==> src/rtl/div_pkg.sv <==
// Shared constants for the iterative restoring divider: default width,
// FSM encodings and iteration counter width.
package div_pkg;

    localparam int DEF_DATA_WIDTH = 32;

    // Counter must reach DATA_WIDTH itself, so it needs one bit more than log2.
    localparam int CNT_W = 6;

    localparam logic [1:0] IDLE = 2'b00;
    localparam logic [1:0] CALC = 2'b01;
    localparam logic [1:0] DONE = 2'b10;

endpackage

==> src/rtl/div_step.sv <==
// One restoring-division step: trial-subtract the divisor magnitude from the
// already-shifted partial remainder and either keep or restore.
module div_step
    import div_pkg::*;
#(
    parameter int DATA_WIDTH = DEF_DATA_WIDTH
) (
    input  logic [DATA_WIDTH:0]   rem_in,
    input  logic [DATA_WIDTH-1:0] divisor,
    output logic [DATA_WIDTH-1:0] rem_out,
    output logic                  q_bit
);

    logic [DATA_WIDTH+1:0] diff;

    // NOTE: every output of a combinational block is assigned on every path,
    // otherwise synthesis infers a latch to hold the old value.
    always_comb begin
        diff    = {1'b0, rem_in} - {2'b00, divisor};
        // Accept the difference only if it is non-negative and fits back in
        // DATA_WIDTH bits (the top bit is the borrow out of the subtraction).
        q_bit   = ~|diff[DATA_WIDTH+1:DATA_WIDTH];
        rem_out = q_bit ? diff[DATA_WIDTH-1:0] : rem_in[DATA_WIDTH-1:0];
    end

endmodule

==> src/rtl/div_unit.sv <==
// Multi-cycle signed/unsigned divider with valid/ready handshakes: one
// restoring step per cycle on magnitudes, sign fix-up on the final CALC cycle.
module div_unit
    import div_pkg::*;
#(
    parameter int DATA_WIDTH = DEF_DATA_WIDTH
) (
    input  logic                  clk,
    input  logic                  resetn,
    input  logic                  in_valid,
    output logic                  in_ready,
    input  logic [DATA_WIDTH-1:0] A,
    input  logic [DATA_WIDTH-1:0] B,
    input  logic                  is_signed,
    output logic                  out_valid,
    input  logic                  out_ready,
    output logic [DATA_WIDTH-1:0] Quotient,
    output logic [DATA_WIDTH-1:0] Remainder,
    output logic                  DivZero
);

    localparam int W = DATA_WIDTH;

    logic [1:0]       state;
    logic [CNT_W-1:0] cnt;
    logic [W-1:0]     dvd;       // dividend bits shift out, quotient bits shift in
    logic [W-1:0]     dvs;
    logic [W-1:0]     rem;
    logic             neg_q;
    logic             neg_r;

    logic             a_neg;
    logic             b_neg;
    logic [W-1:0]     a_mag;
    logic [W-1:0]     b_mag;
    logic [W-1:0]     step_rem;
    logic             step_q;

    assign in_ready  = (state == IDLE);
    assign out_valid = (state == DONE);

    always_comb begin
        a_neg = is_signed & A[W-1];
        b_neg = is_signed & B[W-1];
        a_mag = a_neg ? -A : A;
        b_mag = b_neg ? -B : B;
    end

    div_step #(.DATA_WIDTH(W)) u_step (
        .rem_in  ({rem, dvd[W-1]}),
        .divisor (dvs),
        .rem_out (step_rem),
        .q_bit   (step_q)
    );

    // NOTE: state registers use non-blocking assignments so every register
    // samples pre-edge values regardless of statement order.
    always_ff @(posedge clk or negedge resetn) begin
        if (!resetn) begin
            state     <= IDLE;
            cnt       <= '0;
            dvd       <= '0;
            dvs       <= '0;
            rem       <= '0;
            neg_q     <= 1'b0;
            neg_r     <= 1'b0;
            Quotient  <= '0;
            Remainder <= '0;
            DivZero   <= 1'b0;
        end else begin
            case (state)
                IDLE: begin
                    if (in_valid) begin
                        if (B == '0) begin
                            Quotient  <= '1;
                            Remainder <= A;
                            DivZero   <= 1'b1;
                            state     <= DONE;
                        end else begin
                            dvd   <= a_mag;
                            dvs   <= b_mag;
                            rem   <= '0;
                            neg_q <= a_neg ^ b_neg;
                            neg_r <= a_neg;
                            cnt   <= '0;
                            state <= CALC;
                        end
                    end
                end
                CALC: begin
                    // After DATA_WIDTH steps the extra cycle applies the signs.
                    if (cnt == CNT_W'(W)) begin
                        Quotient  <= neg_q ? -dvd : dvd;
                        Remainder <= neg_r ? -rem : rem;
                        DivZero   <= 1'b0;
                        state     <= DONE;
                    end else begin
                        rem <= step_rem;
                        dvd <= {dvd[W-2:0], step_q};
                        cnt <= cnt + 1'b1;
                    end
                end
                DONE: begin
                    if (out_ready) begin
                        state <= IDLE;
                    end
                end
                default: state <= IDLE;
            endcase
        end
    end

endmodule
==> config.mk <==
export PLATFORM = sky130hd
export DESIGN_NAME = div_unit
export DESIGN_NICKNAME = d
export VERILOG_FILES = /design/src/rtl/div_pkg.sv /design/src/rtl/div_step.sv /design/src/rtl/div_unit.sv
export SDC_FILE = /design/constraint.sdc
export NUM_CORES = 1
export LEC_CHECK = 0
export BUFFER_PORTS_ARGS = -buffer_cell sky130_fd_sc_hd__buf_4
export CORE_MARGIN = 2
export CORE_UTILIZATION = 40
export CTS_BUF_LIST = sky130_fd_sc_hd__clkbuf_8 sky130_fd_sc_hd__clkbuf_16
export DETAILED_ROUTE_END_ITERATION = 16
export GPL_ROUTABILITY_DRIVEN = 0
export GPL_TIMING_DRIVEN = 0
export PLACE_DENSITY_LB_ADDON = 0.25
export SYNTH_ARGS = -nofsm -noshare
export SYNTH_HDL_FRONTEND = slang
export SYNTH_SLANG_ARGS = --single-unit
==> constraint.sdc <==
create_clock -name clk -period 4.2 [get_ports clk]
set_input_delay 1.05 -clock clk [delete_from_list [all_inputs] [get_ports clk]]
set_output_delay 1.05 -clock clk [all_outputs]
set_load 0.05 [all_outputs]
Yosys cells after proc, flatten, opt, wreduce, memory -nomap -nowiden

Index checks and enable logic that the tools add are counted.

Output and inout port bits: 67
Flip-flop bits (word level): 171
Input port bits: 69
Word-level logic and storage cells: 72

Bitwise logic cells: 4
Add/sub/neg operators: 6
Multiplexer cells: 34
Reduce and logical (&&, ||, !) cells: 9
Equality and inequality tests: 9

Operators with widths:

| kind                                                                     | number |
|---|---|
| 32-bit 2-to-1 mux                                                        | 17 |
| 32-bit one-hot mux with 2 select lines                                   | 4 |
| 32-bit negation                                                          | 4 |
| 33-bit by 32-bit subtractor with 34-bit output                           | 1 |
| 32-bit logical NOT                                                       | 1 |
| 6-bit 2-to-1 mux                                                         | 3 |
| 6-bit one-hot mux with 2 select lines                                    | 1 |
| 2-bit 2-to-1 mux                                                         | 4 |
| 2-bit inequality test (second input constant)                            | 4 |
| 4-bit AND reduction                                                      | 2 |
| 6-bit by 1-bit adder with 6-bit output (second input constant)           | 1 |
| 6-bit equality test (second input constant)                              | 1 |
| 2-bit one-hot mux with 3 select lines                                    | 1 |
| 3-bit AND reduction                                                      | 2 |
| 2-bit by 1-bit inequality test with 1-bit output (second input constant) | 2 |
| 1-bit 2-to-1 mux                                                         | 3 |
| 1-bit bitwise AND                                                        | 2 |
| 2-bit by 1-bit equality test with 1-bit output (second input constant)   | 1 |
| 2-bit equality test (second input constant)                              | 1 |
| 2-bit logical NOT                                                        | 1 |
| 1-bit one-hot mux with 2 select lines                                    | 1 |
| 2-bit nonzero test                                                       | 1 |
| 2-bit OR reduction                                                       | 1 |
| 1-bit logical NOT                                                        | 1 |
| other kinds (2)                                                          | 2 |

Depth between registers and ports, before layout

Gate-level depths: netlist of the first run.

Depth in word-level cells: 5
Depth in mapped cells: 13
Mapped depth without buffers: 11

Modules after synthesis

From an unflattened synthesis of the first run, not the netlist that was laid out.

Cells, all modules: 1421
Area, all modules: 12144.1 um^2

By module, submodules not included:

| module   | instances | sequential area each (um^2) | area each (um^2) | cells an instance |
|---|---|---|---|---|
| div_unit | 1         | 4279.1                      | 9586.7           | 1074 |
| div_step | 1         | 0.0                         | 2557.5           | 347 |

Worst setup path after synthesis of the first run

No wires, ideal clock.

Kind: register to register
From: reg dvd[31]
To: reg rem[21]
Cell stages (with the launch flop): 13
Period minus slack after synthesis: 3.137 ns
Path slack: 1.063 ns
Buffers on the path: 1
Required time: 4.074 ns
Data arrival time: 3.011 ns
Setup time: 0.126 ns
Cell sequence: dfrtp_1 inv_1 ha_1 fa_1 nand2b_1 a211oi_1 o211ai_1 a2111oi_4 or2_4 o311a_4 nor2_4 buf_6 a311o_1

Longest elaborated chain between the ends: 5

Ends and longest elaborated chain:

| what                                               | line           | source |
|---|---|---|
| from (decl)                                        | div_unit.sv:26 | `logic [W-1:0] dvd;` |
| from (signal assigned)                             | div_unit.sv:80 | `dvd <= a_mag;` |
| from (signal assigned)                             | div_unit.sv:99 | `dvd <= {dvd[W-2:0], step_q};` |
| 33-bit by 32-bit subtractor with 34-bit output (*) | div_step.sv:19 | `diff = {1'b0, rem_in} - {2'b00, divisor};` |
| 2-bit OR reduction                                 | div_step.sv:22 | `q_bit = ~\|diff[DATA_WIDTH+1:DATA_WIDTH];` |
| 32-bit 2-to-1 mux (*)                              | div_step.sv:23 | `rem_out = q_bit ? diff[DATA_WIDTH-1:0] : rem_in[DATA_WIDTH-1:0];` |
| 32-bit 2-to-1 mux (*)                              | div_unit.sv:92 | `if (cnt == CNT_W'(W)) begin` |
| 32-bit one-hot mux with 2 select lines (*)         | div_unit.sv:71 | `case (state)` |
| to (signal assigned)                               | div_unit.sv:98 | `rem <= step_rem;` |
| to (decl)                                          | div_unit.sv:28 | `logic [W-1:0] rem;` |

Every way passes the cells marked *; elsewhere a longest branch is shown, timed or not. The select of a mux whose other input is x is not followed.
A chain may end at the register's enable or synchronous reset.

Worst setup path in the final report of the first run

From: reg dvd[31]
To: reg dvd[0]

Longest elaborated chain between the ends: 5

Ends and longest elaborated chain:

| what                                           | line |
|---|---|
| 33-bit by 32-bit subtractor with 34-bit output | div_step.sv:19 |
| 2-bit OR reduction                             | div_step.sv:22 |
| 1-bit logical NOT                              | div_step.sv:22 |
| 32-bit 2-to-1 mux                              | div_unit.sv:92 |
| 32-bit one-hot mux with 2 select lines         | div_unit.sv:71 |

Every way passes these cells. The select of a mux whose other input is x is not followed.

==> results of run 1 <==
==> flip-flops by register name, indices dropped and copies added, names as in the netlist <==
register   cells
dvd           32
dvs           32
Remainder     32
neg_q          1
DivZero        1
Quotient      32
cnt            6
state          2
neg_r          1
rem           32
==> power by group through the flow <==
stage / sequential [uW] / clock [uW] / combinational [uW]
after global placement: 3220 / 0 / 7450
after detailed placement: 3250 / 0 / 7550
final: 3250 / 1590 / 7660
after floorplan: 3800 / 0 / 4800
after CTS: 3210 / 1610 / 7600
after global routing: 3330 / 1680 / 8410
==> per-layer routing <==
| layer | up-vias | global-route usage | routed length, um | share of wire |
|---|---|---|---|---|
| li1 | 5535 | - | - | - |
| met4 | 0 | 0.0902 | 1090 | 0.029 |
| met3 | 77 | 0.0403 | 2610 | 0.070 |
| met1 | 5404 | 0.302 | 15800 | 0.42 |
| met2 | 465 | 0.410 | 17900 | 0.48 |
| met5 | - | 0 | 0 | 0 |
==> placed cells by master (no fill, tap or decap), types with 21 or more instances in the layout <==
cell / instances
sky130_fd_sc_hd__a21oi_1: 163
sky130_fd_sc_hd__and3_1: 21
sky130_fd_sc_hd__buf_4: 135
sky130_fd_sc_hd__clkbuf_1: 55
sky130_fd_sc_hd__dfrtp_1: 171
sky130_fd_sc_hd__ha_1: 38
sky130_fd_sc_hd__inv_1: 54
sky130_fd_sc_hd__nand2_1: 170
sky130_fd_sc_hd__nand3_1: 25
sky130_fd_sc_hd__nand4_1: 22
sky130_fd_sc_hd__nor2_1: 119
sky130_fd_sc_hd__nor3_1: 50
sky130_fd_sc_hd__o21ai_0: 139
sky130_fd_sc_hd__o31ai_1: 38
sky130_fd_sc_hd__or3_1: 21
sky130_fd_sc_hd__xnor2_1: 51
sky130_fd_sc_hd__xor2_1: 89
==> critical path: stages, from the launching register on <==
cell	delay, ns
sky130_fd_sc_hd__dfrtp_1	0.43
sky130_fd_sc_hd__inv_1	0.21
sky130_fd_sc_hd__ha_1	0.29
sky130_fd_sc_hd__nor2b_1	0.09
sky130_fd_sc_hd__o31ai_1	0.42
sky130_fd_sc_hd__a2111oi_0	0.30
sky130_fd_sc_hd__o21ai_1	0.39
sky130_fd_sc_hd__a21oi_1	0.23
sky130_fd_sc_hd__o311ai_2	0.56
sky130_fd_sc_hd__clkbuf_1	0.52
sky130_fd_sc_hd__nand3_1	0.19
sky130_fd_sc_hd__a22o_1	0.22
==> worst paths after layout <==
path	to	slack, ns	cells past startpoint
worst max-delay path	dvd[0]	0.22	11
worst min-delay path	dvs[23]	0.48	2
worst max register to register	dvd[0]	0.22	11
worst min register to register	dvs[23]	0.48	2
max in group asynchronous	dvs[12]	2.76	2
min in group asynchronous	Quotient[30]	0.51	1
==> cells in the mapped netlist, drive strengths merged, types with 13 or more instances <==
cell type	instances	area [um^2]
o41ai	15	139
a31oi	14	87.6
o31ai	38	285
and3	21	131
or4	15	120
buf	27	134
xnor2	51	447
or3	21	131
o211ai	17	128
nand4	22	138
clkbuf	57	214
inv	54	203
dfrtp	171	4280
nor4	13	87.6
xor2	89	780
o21ai	146	731
nor3	50	250
ha	38	475
nor2	122	468
a21oi	164	821
nand3	25	125
nand2	171	644
==> final cells by class <==
class / instances / area (um^2) / share of cell area
inverters: 54 / 203 / 0.0145
repair buffers: 137 / 1060 / 0.0758
multi-input cells: 1146 / 6990 / 0.501
well taps: 384 / 480 / 0.0345
clock buffers: 17 / 425 / 0.0305
flip-flops and latches: 171 / 4280 / 0.307
clock inverters: 15 / 155 / 0.0111
plain buffers: 84 / 350 / 0.0251
==> through the flow <==
stage	instance area, um^2	utilization	setup slack (ns)	hold slack, ns	setup TNS (ns)
6_report	13900	0.483	0.224	0.479	0
5_1_grt	13900	0.483	0.0770	0.508	0
4_1_cts	13900	0.483	0.0420	0.487	0
2_1_floorplan	11800	-	1.06	0.450	0
3_3_place_gp	13300	0.461	-0.761	0.463	-65.03
3_5_place_dp	13300	0.462	-0.753	0.471	-60.77
==> cells by family (layout without fill, tap and decap cells) <==
group / count (synthesis) / count (layout)
AND/OR/NAND/NOR: 499 / 499
AO/OA/AOI/OAI: 460 / 460
flip-flops: 171 / 171
XOR/XNOR: 140 / 140
buffers and inverters: 138 / 307
adder cells (fa/ha/maj): 39 / 39
multiplexers: 8 / 8
==> repair_timing <==
| action | in CTS | in global routing |
|---|---|---|
| endpoints found under the setup margin | 50 | 35 |
| setup buffers | 0 | 1 |
| gates resized for setup | 5 | 1 |
| pin swaps | 0 | 1 |
==> results.md, run 1 <==
- After synthesis, the share of cell area in mux cells is 0.00678.
- Setup repair after global routing left no endpoint under its margin.
- Of the cells placed in the final design, the portion with a size suffix greater than 1 is 0.131.
- The clock transition at the register clock pins on the worst setup and hold paths after CTS is approximately 0.08 ns.
- The net switching power is around 6500 uW.
- Dividing the synthesized area by the synthesized cell count gives 8.11 um^2.
- The buffer cell driving the clock tree root is sky130_fd_sc_hd__clkbuf_16.
- After synthesis the cells add up to 0.0118 mm^2.
- Synthesis instantiated 70 different standard cells from the library.
- Of the total power, the share spent switching nets is 0.516.
- Subtracting the final worst setup slack from the clock period gives 3.98 ns.
- Static timing analysis puts the maximum clock frequency at 0.252 GHz.
- The simple logic cell fraction of the synthesized area is 0.201.
- The total global routing track utilization is 0.239.
- After detailed routing, the average wire length per cell comes to approximately 19 um.
- The timing startpoint of the critical path is dvd[31].
- Entering global routing, the biggest net connects 113 pins.
- The width of the die is about 180 um.
- The proportion of synthesized flip-flops having asynchronous set or reset is 1.00.
- Counting the buffers created by CTS gives 17.
- The synthesis-to-layout area growth is 18.1%.
- Summed over all layers, the routed wires come to 37400 um.
- The remaining number of nets flagged by the antenna check after routing is 0.
- The TritonCTS clock tree is built.
- Detailed placement ended at an HPWL of 29000 um.
- Counting tap cells, the placed design contains a total of 1975 instances.
- For the worst setup path, the data arrival time is approximately 4.3 ns.
- The top fanout value on the critical path is 10.
- Internal power comes to between 6000 and 7000 uW.
- Measured against its own limit, the worst slew margin works out to 0.412.
- The worst supply voltage drop on vdd is 0.438 mV.
- The worst setup path is captured at a flip-flop.
- The effective utilization at floorplan is 0.409.
- The count of nets after finishing is 1719.
- The finished layout holds 2008 standard cells, fillers aside.
- The floorplan die area is between 0.03 and 0.04 mm^2.
- The net count of the mapped netlist is between 1500 and 2000.
- The slew at the pin closest to its max-slew limit is 0.860 ns.
- The die height is 176 um.
- The H-tree depth reported by CTS is 4.
- The insertion delay to the later sink of the worst-skew pair is 0.45 ns.
- The portion of the clock cycle consumed by the worst path in the final layout is 0.947.
- The combinational family with the most area after synthesis is compound AO/OA/AOI/OAI gates.
- The I/O pin count is ~140.
- The layout filler cell count is 2950.
- The hold violation count in the final report is 0.
- Hold repair after CTS inserted 0 buffers.
- Across all layers, the routed design uses approximately 11000 vias.
- The total number of yosys warnings is 0.
- The max capacitance violation total is 0.
- The length of the first detailed-routing pass in iterations is 7.
- The total power divided by cell area is 897 mW/mm^2.
- The run finished with clean final reports.
- The flip-flop and latch count after synthesis is 171.
- The clock network fraction of total power is 0.128.
- The clock net sink count is 171.
- The relative contribution of combinational cells to total power is 0.613.
- The number of antenna violations at the first check in global routing is 0.
- Of the total synthesized cell area, the portion taken by full adders, half adders and majority gates is 0.0420.
- The sequential cell fraction of total power is 0.260.
- The worst min-delay path startpoint is dvs[23].
- The first-pass GRT wire length is about 58000 um.
- The core region is 0.0289 mm^2.
- The leakage power is 0.00593 uW.
- Of the synthesized area, sequential elements account for 0.363.
- The largest buffer count on any clock path is 2.
- Of the total synthesized cell area, the portion taken by XOR and XNOR cells is 0.104.
- The worst hold path belongs to the class reg -> reg.
- The critical setup path kind is reg -> reg.
- The final antenna diode count is 0.
- The final-report max-slew violation count came to 0.
- The required time at the endpoint of the critical path is approximately 4.5 ns.
- The synthesized netlist cell count is 1455.
- The total overflow left after global routing is 0.
- The kind of start point of the critical path is a flip-flop.
- After detailed routing, the number of remaining DRC violations is 0.
- Clock skew on the completed layout was measured at 0.0171 ns.
- For this run, the leading register cell type out of synthesis is sky130_fd_sc_hd__dfrtp_1.
- After the first detailed-routing iteration, the DRC count stood at 982.
- The number of standard-cell rows in the floorplan is between 60 and 70.
- The area fraction in compound gates after synthesis is 0.237.
- After layout, the design draws a total of 12500 uW.
- The worst reg2reg path startpoint is dvd[31].
- The via count of the first global-routing pass is 10927.
- The detail-routed via count per cell is roughly 5.7.
- The final setup violation count is 0.
- The number of flops mapped to enable cells by yosys is 0.
- The number of buffers inserted by port buffering is 135.
Power figures use the tool's default switching activity.
==> run 2, diff against run 1 <==
- CORE_MARGIN: 2 -> not set
- CORE_UTILIZATION: 40 -> 45
==> run 2 against run 1 <==
  * Flip-flop and latch count unchanged
  * Largest power group unchanged
  * Largest cell class unchanged
  * Critical path type unchanged
  * Utilization increased by 6.2 points
  * Die area decreased by 13%
  * Combinational power decreased by 0.5%
  * Non-clock buffer count unchanged
  * Critical endpoint is now rem[29]
==> results.md, run 2 (same netlist as run 1, synthesis figures left out) <==
- The remaining number of nets flagged by the antenna check after routing was 0 (unchanged).
- The arrival time of data at the critical path endpoint came to 4.33 ns (+0.02 ns).
- The worst hold slack across all endpoints is 0.484 ns (+0.00556 ns).
- The critical setup path kind is reg -> reg.
- The total congestion overflow after global routing came to 0 (unchanged).
- The count of placed standard cells including taps was 1921 (-2.7%).
- The clock transition at the register clock pins on the worst setup and hold paths after CTS came to 0.08 ns (about the same).
- The slew at the pin closest to its max-slew limit is 0.834 ns (-0.0258 ns).
- The relative contribution of combinational cells to total power is 0.611 (-0.002).
- The max capacitance violation total is 0 (unchanged).
- The switching share of total power came to 0.517 (+0.00118).
- The total CTS buffers is 17 (unchanged).
- The total wire length came to 36100 um (-3.5%).
- The top fanout value on the critical path was 10 (unchanged).
- The number of antenna violations at the first check in global routing is 0 (unchanged).
- The number of cells on the worst reg-to-reg path is 12 (+1).
- The slowest stage of the critical path belongs to the cell sky130_fd_sc_hd__a211oi_1.
- In this run the worst hold path is classified as reg -> reg.
- The effective utilization at floorplan is 0.463 (+0.0544).
- The largest stage delay on the critical path is 0.50 ns (-0.06 ns).
- The total global routing track utilization is 0.276 (+0.0368).
- The synthesis-to-layout area growth is 17.7%.
- Traced cell by cell, the critical path runs through inv_1 > ha_1 > fa_1 > nand2b_1 > a211oi_1 > o211ai_1 > a2111oi_4 > or2_4 > o311ai_2 > clkbuf_1 > a41oi_1 > o31ai_1.
- The total cell area at the placement stage is 0.0133 mm^2 (-0.51%).
- The leakage power is 0.00596 uW (+0.39%).
- STA classifies the critical path startpoint as a flip-flop.
- The tree is rooted in a sky130_fd_sc_hd__clkbuf_16.
- The worst supply voltage drop on vdd is 0.480 mV (+9.7%).
- The detail-routed via count per cell is 5.83 (+2.0%).
- The worst hold path cell count came to 2 (unchanged).
- The required time at the endpoint of the critical path came to 4.50 ns (-0.03 ns).
- The die height is 164 um (-6.7%).
- The TritonCTS clock tree is built.
- The fraction of layout cells with a size suffix above 1 is 0.131 (unchanged).
- The library cell used most frequently in the layout, excluding fill and tap cells, is sky130_fd_sc_hd__dfrtp_1.
- The detailed-route DRC error count was 0 (unchanged).
- The hold buffer count at cts is 0 (unchanged).
- The design internal power was 6020 uW (-0.59%).
- The floorplan die area came to 0.0269 mm^2 (-13%).
- The final cell utilization of the core is 0.545 (+0.0623).
- The clock period minus final worst setup slack is 4.03 ns (+0.0531 ns).
- The total negative slack for setup checks is 0 ns (unchanged).
- The final antenna diode count is 0 (unchanged).
- The core footprint was 0.0255 mm^2 (-12%).
- The library cells used most frequently in the layout, excluding fill and tap cells, are sky130_fd_sc_hd__dfrtp_1, sky130_fd_sc_hd__nand2_1, sky130_fd_sc_hd__a21oi_1.
- The layout filler cell count is 2381 (-19%).
- The kind of cell adding the most delay to the critical path is compound AO/OA/AOI/OAI gates.
- The final non-filler cell total came to 1954 (-2.7%).
- The clock network fraction of total power is 0.128 (about the same).
- The achievable clock frequency is 0.248 GHz (-1.3%).
- The design area was 0.0139 mm^2 (-0.34%).
- The insertion delay to the later sink of the worst-skew pair is 0.45 ns (about the same).
- The end of the worst register-to-register path is rem[29].
- The largest buffer count on any clock path is 2 (unchanged).
- The total power divided by cell area came to 897 mW/mm^2 (about the same).
- The detailed-placement wirelength estimate is 28000 um (-3.4%).
- The number of buffers inserted by port buffering came to 135 (unchanged).
- The via count of the first global-routing pass is 10782 (-1.3%).
- The H-tree depth reported by CTS is 4 (unchanged).
- The headroom to the max-slew limit is 0.430 (+0.0177).
- The clock net sink count is 171 (unchanged).
- The first-pass GRT wire length is 56900 um (-2.1%).
- The number of standard-cell rows in the floorplan is 58 (-6.5%).
- The worst reg-to-reg setup slack is 0.17 ns (-0.05 ns).
- The hold violation count in the final report is 0 (unchanged).
- The violation count after the first detailed-route iteration is 791 (-19%).
- The worst reg2reg path startpoint is dvd[31].
- The width of the die is 164 um (-6.7%).
- Setup repair after global routing left no endpoint under its margin.
- The count of nets after finishing is 1719 (unchanged).
- The length of the first detailed-routing pass in iterations is 6 (-1).
- The portion of the clock cycle consumed by the worst path in the final layout was 0.959 (+0.0126).
- The largest net degree at the start of global routing came to 101 (-11%).
- The total buffers and inverters traversed by the critical path is 2 (unchanged).
- The routed wirelength normalized by instance count is 18.5 um (-0.80%).
- The sequential cell fraction of total power was 0.260 (about the same).
- The final setup violation count came to 0 (unchanged).
- The endpoint of the worst hold path is dvs[31].
- The worst-case clock skew is 0.0112 ns (-0.00590 ns).
- The worst hold path begins at dvs[31].
- The area of combinational cells with multiple inputs is 0.00698 mm^2 (about the same).
- The final-report max-slew violation count came to 0 (unchanged).
- The run finished with clean final reports.
- The net switching power came to 6440 uW (-0.12%).
- The sequential standard cell area is 0.00428 mm^2 (unchanged).
- The total via count after detailed routing is 11398 (-0.72%).
- The I/O pin count was 136 (unchanged).
- The critical path capture point type is a flip-flop.
==> run 2: cell count changes in the layout (fill, tap and decap cells not counted), sizes merged <==
cell | previous run | this run
clkinvlp | 4 | 0
inv | 63 | 62
bufinv | 1 | 0
clkinv | 1 | 7
==> run 2: worst reg2reg max path: cells and delay by family, from the launching register on <==
| family | cells | cell delay [ns] |
|---|---|---|
| adder cells (fa/ha/maj) | 2 | 0.73 |
| buffers and inverters | 2 | 0.49 |
| AND/OR/NAND/NOR | 2 | 0.42 |
| flip-flops | 1 | 0.43 |
| AO/OA/AOI/OAI | 6 | 1.82 |
==> run 2: per-stage QoR <==
step / power [uW] / setup WS [ns]
detailed placement: 10700 / -0.802
finish: 12500 / 0.171
CTS: 12400 / -0.104
floorplan: 8600 / 1.06
global route: 13400 / 0.000951
global placement: 10600 / -0.733
==> run 2: metal layers <==
metal / track usage / share of wire
met5: 0 / 0
met4: 0.110 / 0.030
met3: 0.0583 / 0.072
met2: 0.477 / 0.48
met1: 0.333 / 0.41
==> run 2: final cells by class <==
type / count / area share
multi-input combinational: 1146 / 0.503
sequential: 171 / 0.308
timing repair buffer: 137 / 0.0760
clock buffer: 17 / 0.0306
tap: 330 / 0.0297
buffer: 84 / 0.0253
inverter: 54 / 0.0146
clock inverter: 15 / 0.0129
==> run 2: worst max path at each step <==
stage	start	end	slack [ns]	cells past startpoint
5_1_grt	dvd[31]	rem[24]	0.001	12
2_1_floorplan	dvd[31]	rem[21]	1.06	12
6_report	dvd[31]	rem[29]	0.17	12
3_3_place_gp	B[2]	Remainder[7]	-0.73	11
4_1_cts	B[2]	rem[28]	-0.10	10
3_5_place_dp	B[2]	Remainder[7]	-0.80	11
==> run 2: power groups by stage <==
stage / combinational, uW / clock, uW / sequential, uW
global placement: 7360 / 0 / 3210
finish: 7620 / 1600 / 3250
detailed placement: 7480 / 0 / 3240
floorplan: 4800 / 0 / 3800
CTS: 7530 / 1620 / 3210
global route: 8370 / 1680 / 3330
==> run 2: what timing repair did <==
action	in CTS	in global routing
pin swaps	0	1
setup buffers	0	1
gates resized for setup	2	6
setup endpoints to repair	72	103
